## src/rtl/dmem_copy_pkg.sv

```systemverilog
// Shared types and constants for the data-memory copy sequencer.
package dmem_copy_pkg;

  localparam int unsigned WORD_BYTES = 4;

  typedef enum logic [1:0] {IDLE, RD, WR, DONE} copy_state_t;

endpackage

```

## src/rtl/copy_range_chk.sv

```systemverilog
// Command screening for the copy sequencer: bounds/alignment reject and copy direction.
module copy_range_chk
  import dmem_copy_pkg::*;
#(
  parameter int unsigned DEPTH_WORDS = 64,
  parameter int unsigned LEN_W       = 7
) (
  input  logic [31:0]      src,
  input  logic [31:0]      dst,
  input  logic [LEN_W-1:0] len,
  output logic             reject,
  output logic             descending
);

  localparam int unsigned SUM_W  = LEN_W + 31;
  localparam int unsigned SPAN_W = LEN_W + 33;

  logic [SUM_W-1:0]  src_end;
  logic [SUM_W-1:0]  dst_end;
  logic [SPAN_W-1:0] src_lim;

  // Sums are wide enough that an oversized command can never wrap back into range.
  always_comb begin
    src_end    = SUM_W'(src[31:2]) + SUM_W'(len);
    dst_end    = SUM_W'(dst[31:2]) + SUM_W'(len);
    src_lim    = SPAN_W'(src) + SPAN_W'(len) * SPAN_W'(WORD_BYTES);
    reject     = (src[1:0] != 2'b00) || (dst[1:0] != 2'b00) ||
                 (src_end > SUM_W'(DEPTH_WORDS)) || (dst_end > SUM_W'(DEPTH_WORDS));
    descending = (dst > src) && (SPAN_W'(dst) < src_lim);
  end

endmodule

```

## src/rtl/dmem_copy_ctrl.sv

```systemverilog
// Word-granular memmove sequencer driving data-memory port 2 with alternating read/write cycles.
module dmem_copy_ctrl
  import dmem_copy_pkg::*;
#(
  parameter int unsigned DEPTH_WORDS = 64,
  parameter int unsigned LEN_W       = 7
) (
  input  logic             clk,
  input  logic             reset,
  input  logic             start,
  input  logic [31:0]      src_addr,
  input  logic [31:0]      dst_addr,
  input  logic [LEN_W-1:0] len_words,
  input  logic             abort,
  input  logic             cpu_we1,
  input  logic [31:0]      mem_rd2,
  output logic [31:0]      mem_a2,
  output logic [31:0]      mem_wd2,
  output logic             mem_we2,
  output logic             busy,
  output logic             done,
  output logic             err,
  output logic [LEN_W-1:0] words_left
);

  copy_state_t      state;
  copy_state_t      state_nx;
  logic             err_nx;
  logic             accept;
  logic             reject;
  logic             descending;
  logic             desc_q;
  logic [31:0]      src_ptr;
  logic [31:0]      dst_ptr;
  logic [31:0]      data_buf;
  logic [31:0]      step;
  logic [31:0]      first_off;
  logic [LEN_W-1:0] cnt;

  copy_range_chk #(
    .DEPTH_WORDS (DEPTH_WORDS),
    .LEN_W       (LEN_W)
  ) u_range_chk (
    .src        (src_addr),
    .dst        (dst_addr),
    .len        (len_words),
    .reject     (reject),
    .descending (descending)
  );

  assign accept     = start && !reject && (len_words != '0);
  assign first_off  = (32'(len_words) - 32'd1) * 32'(WORD_BYTES);
  assign step       = desc_q ? (32'd0 - 32'(WORD_BYTES)) : 32'(WORD_BYTES);
  assign words_left = cnt;

  // Next-state and error decision.
  always_comb begin
    state_nx = state;
    err_nx   = 1'b0;
    case (state)
      IDLE: begin
        if (start) begin
          if (reject) begin
            state_nx = DONE;
            err_nx   = 1'b1;
          end else if (len_words == '0) begin
            state_nx = DONE;
          end else begin
            state_nx = RD;
          end
        end
      end
      RD: begin
        if (abort) begin
          state_nx = DONE;
          err_nx   = 1'b1;
        end else begin
          state_nx = WR;
        end
      end
      WR: begin
        if (abort) begin
          state_nx = DONE;
          err_nx   = 1'b1;
        end else if (!cpu_we1) begin
          state_nx = (cnt == LEN_W'(1)) ? DONE : RD;
        end
      end
      DONE:    state_nx = IDLE;
      default: state_nx = IDLE;
    endcase
  end

  // A write lost to port 1 leaves pointers and count untouched so WR simply repeats.
  always_ff @(posedge clk or posedge reset) begin
    if (reset) begin
      state    <= IDLE;
      busy     <= 1'b0;
      done     <= 1'b0;
      err      <= 1'b0;
      desc_q   <= 1'b0;
      src_ptr  <= '0;
      dst_ptr  <= '0;
      data_buf <= '0;
      cnt      <= '0;
    end else begin
      state <= state_nx;
      busy  <= (state_nx == RD) || (state_nx == WR);
      done  <= (state_nx == DONE);
      err   <= err_nx;
      case (state)
        IDLE: begin
          if (accept) begin
            cnt     <= len_words;
            desc_q  <= descending;
            src_ptr <= descending ? (src_addr + first_off) : src_addr;
            dst_ptr <= descending ? (dst_addr + first_off) : dst_addr;
          end
        end
        RD: data_buf <= mem_rd2;
        WR: begin
          if (!abort && !cpu_we1) begin
            cnt     <= cnt - LEN_W'(1);
            src_ptr <= src_ptr + step;
            dst_ptr <= dst_ptr + step;
          end
        end
        DONE:    cnt <= '0;
        default: cnt <= '0;
      endcase
    end
  end

  // Port-2 drive from registered state only.
  always_comb begin
    mem_a2  = '0;
    mem_wd2 = '0;
    mem_we2 = 1'b0;
    case (state)
      RD: mem_a2 = src_ptr;
      WR: begin
        mem_a2  = dst_ptr;
        mem_wd2 = data_buf;
        mem_we2 = 1'b1;
      end
      default: ;
    endcase
  end

endmodule
```

## config.mk

```make
export PLATFORM = sky130hd
export DESIGN_NAME = dmem_copy_ctrl
export DESIGN_NICKNAME = d
export VERILOG_FILES = /design/src/rtl/dmem_copy_pkg.sv /design/src/rtl/copy_range_chk.sv /design/src/rtl/dmem_copy_ctrl.sv
export SDC_FILE = /design/constraint.sdc
export NUM_CORES = 1
export LEC_CHECK = 0
export ABC_AREA = 1
export CORE_MARGIN = 2
export CORE_UTILIZATION = 30
export DETAILED_ROUTE_END_ITERATION = 8
export HOLD_SLACK_MARGIN = 0.15
export SLEW_MARGIN = 20
export SYNTH_ARGS = -nofsm -noshare
export SYNTH_HDL_FRONTEND = slang
export SYNTH_SLANG_ARGS = --single-unit
export TNS_END_PERCENT = 20
```

## constraint.sdc

```tcl
create_clock -name clk -period 7.22 [get_ports clk]
set_input_delay 1.444 -clock clk [delete_from_list [all_inputs] [get_ports clk]]
set_output_delay 1.444 -clock clk [all_outputs]
set_load 0.02 [all_outputs]
```

==> results.toml <==
[run_status]
status = "completed"

[finish]
fin_util_pct = 35.39
antennaDiodeCount = 0
drive_gt1_share_pct = 2.589
num-nets-final = 3206
area_growth_pct = 17.11
seq_area_um2 = 2729
num-fill-cells = 6132
layout.cells.non_filler = 3601
multiInputGateArea_um2 = 12390

[clocking]
cts_setup_buffers = 0
htreeDepth = 3
cts_hold_repair.buffers = 0
cts_buffers = 9
clock-sinks = 109
cts_resized = 0
clock_latency_ps = 360
cts_tree = "yes"
cts_buffer_depth = 2
cts-root-buf = "clkbuf_16"
clkTransAtPathRegs_ps = 80

[setup_path]
r2r_end = "src_ptr[27]"
path_delay_family = "simple AND/OR/NAND/NOR gates"
r2r_slack_ps = 3240
cp_data_required_time_ps = 7480
crit_buf_inv = 5
reg2reg_from = "desc_q"
cp-start-kind = "input pin"
critical_path.most_common_cell = "nand2_1"
worstPathMaxFanout = 42
crit_path_end_kind = "flop"
r2r_cells = 16
cpPeakStageDelay_ps = 550
arrival_ps = 5990
critPathSlowestCell = "clkdlybuf4s50_1"
worst-setup-path-type = "in -> reg"

[synth]
yosysTopAreaCell = "nand2_1"
ys_types = 55
syn-cell-area_um2 = 16580
synth_flop_cell = "dfrtp_1"
synth_most_common_cell = "nand2_1"
synth_edf_count = 0
synth-seq-cells = 109
postSynthCellCount = 2750
synthesis.nets = 3064
synth_top_area_share_pct = 19.40
yosys_warnings = 0
synthTopCellsByArea = "nand2_1, dfrtp_1, ha_1, nand3_1, a21oi_1"
ys_top_cells_by_count = "nand2_1, inv_1, nand3_1"
ys_seq_area_share_pct = 16.45
avgSynthCellArea_um2 = 6.030
async_flop_share_pct = 100.0

[placement]
place_congestion = 0.9726
port_buffers = 182
dp_slack_ps = 1224
placed_cells = 3585
place_hpwl_mm = 53.69

[global_route]
antenna_found_initial = 4
grt_start_max_net_pins = 86
grt_pass1_wl_mm = 102.1
overflow = 0
grt_pass1_vias = 17251
grt_usage_pct = 23.10

[power]
p_per_area_nw_per_um2 = 267.8
ir_drop_uv = 187.5
leakage_nw = 10.05

[route]
drt_iter0_markers = 2037
drc_errors = 0
viasPerCell = 5.241
wl_met3_mm = 6.714
firstDrtPassIters = 7
routed_wl_mm = 67.36
antenna_left = 0
wl_met2_mm = 28.16
highest_layer = "met5"
wire_per_inst_um = 18.71
num_vias = 18872
met1_length_mm = 30.80

[timing]
clock-skew-final_ps = 12.22
rsz0062_at_grt = "false"
finalSetupTns_ps = 0
whs_ps = 475.1
fmax_ghz = 0.1745
fin_ws_ps = 1489
hold_viol = 0
drv_slew = 0
setup_viol = 0
min_period_ps = 5731
worst_pin_slew_ps = 1336
slew_headroom_pct = 10.14
fin_crit_sh_pct = 79.37

[worst_hold_path]
hold_path_class = "reg -> reg"
hold_depth = 2
hold_end = "data_buf[27]"
min_from = "data_buf[27]"

[die]
io_pins = 183
start_util_pct = 30.22
core_area_um2 = 54880
die_h_um = 239.1
die_x_um = 239.1
dieArea_um2 = 57170
num_rows = 86

[job]
maxCapViolCount = 0
-- through the flow --
stage / power (mW) / cell area [um2]
6_report: 5.200 / 19420
5_1_grt: 5.635 / 19420
4_1_cts: 5.174 / 19420
3_5_place_dp: 4.662 / 19130
3_3_place_gp: 4.655 / 19130
2_1_floorplan: 3.402 / 16580
-- sequential cells by signal, indices dropped and copies added (netlist names) --
name,count
busy,1
data_buf,32
desc_q,1
done,1
dst_ptr,32
err,1
src_ptr,32
state,2
words_left,7
-- how the worst max path moves through the flow --
stage                      start          end  slack, ps  depth (start not counted)
floorplan           len_words[0]  dst_ptr[29]        700                         16
global placement     src_addr[2]   src_ptr[7]       1310                         25
detailed placement   src_addr[2]   src_ptr[7]       1220                         25
CTS                  src_addr[2]   src_ptr[7]       1620                         25
global route         src_addr[2]   src_ptr[7]       1150                         26
finish               src_addr[2]   src_ptr[7]       1490                         25
-- cell usage in the layout (no fill, tap or decap), types with 4 or more instances in the layout --
master and count:
nor3_1 44, a211oi_1 5, o31ai_1 5, nor2_1 222
o21ai_0 120, a221oi_1 6, dfrtp_1 108, inv_2 6
xor2_1 70, ha_1 198, o211ai_1 6, fa_1 6
o21bai_1 16, nand2_2 5, nand3_1 259, nand2_1 857
a21oi_1 252, a21o_1 13, clkdlybuf4s50_1 182, or2_2 10
inv_1 304, and2_1 7, clkbuf_16 9, a31oi_1 20
a21boi_0 7, nand4_1 37, nand3_2 4, buf_4 15
xnor2_1 41, nor4_1 11, nand3b_1 7
-- cell type report --
| class | count | share of cell area [%] |
|---|---|---|
| clock buffer | 11 | 1.250 |
| clock inverter | 5 | 0.2191 |
| inverter | 314 | 6.089 |
| multi-input combinational | 2260 | 63.79 |
| sequential | 109 | 14.05 |
| tap | 704 | 4.536 |
| timing repair buffer | 198 | 10.06 |
-- metal layers --
metal	global-route usage [%]	vias up
li1	-	9405
met1	32.96	8518
met2	35.16	835
met3	4.688	108
met4	6.098	6
met5	0	-
-- where the power goes --
part | internal, mW | total [mW] | switching (mW)
Combinational | 1.18 | 3.50 | 2.32
Sequential | 0.924 | 1.21 | 0.283
Clock | 0.248 | 0.493 | 0.245
-- worst reg2reg max path, delay by kind of cell, from the launching register on --
family	cells	cell delay [ps]
DFF	1	750
adders and majority gates	1	380
xor gates and xnor gates	1	200
buffers and inverters	2	660
and+or+nand+nor	7	680
AOI/OAI and AO/OA	5	1220
-- cell families (layout without fill, tap and decap cells) --
| family | after synthesis | in the layout | share of synthesized area, % |
|---|---|---|---|
| adders and majority gates | 206 | 206 | 15.82 |
| xor gates and xnor gates | 111 | 111 | 5.863 |
| buffers and inverters | 381 | 528 | 8.972 |
| AOI/OAI and AO/OA | 465 | 465 | 15.39 |
| and+or+nand+nor | 1478 | 1478 | 37.52 |
| DFF | 109 | 109 | 16.45 |
Power figures use the tool's default switching activity.
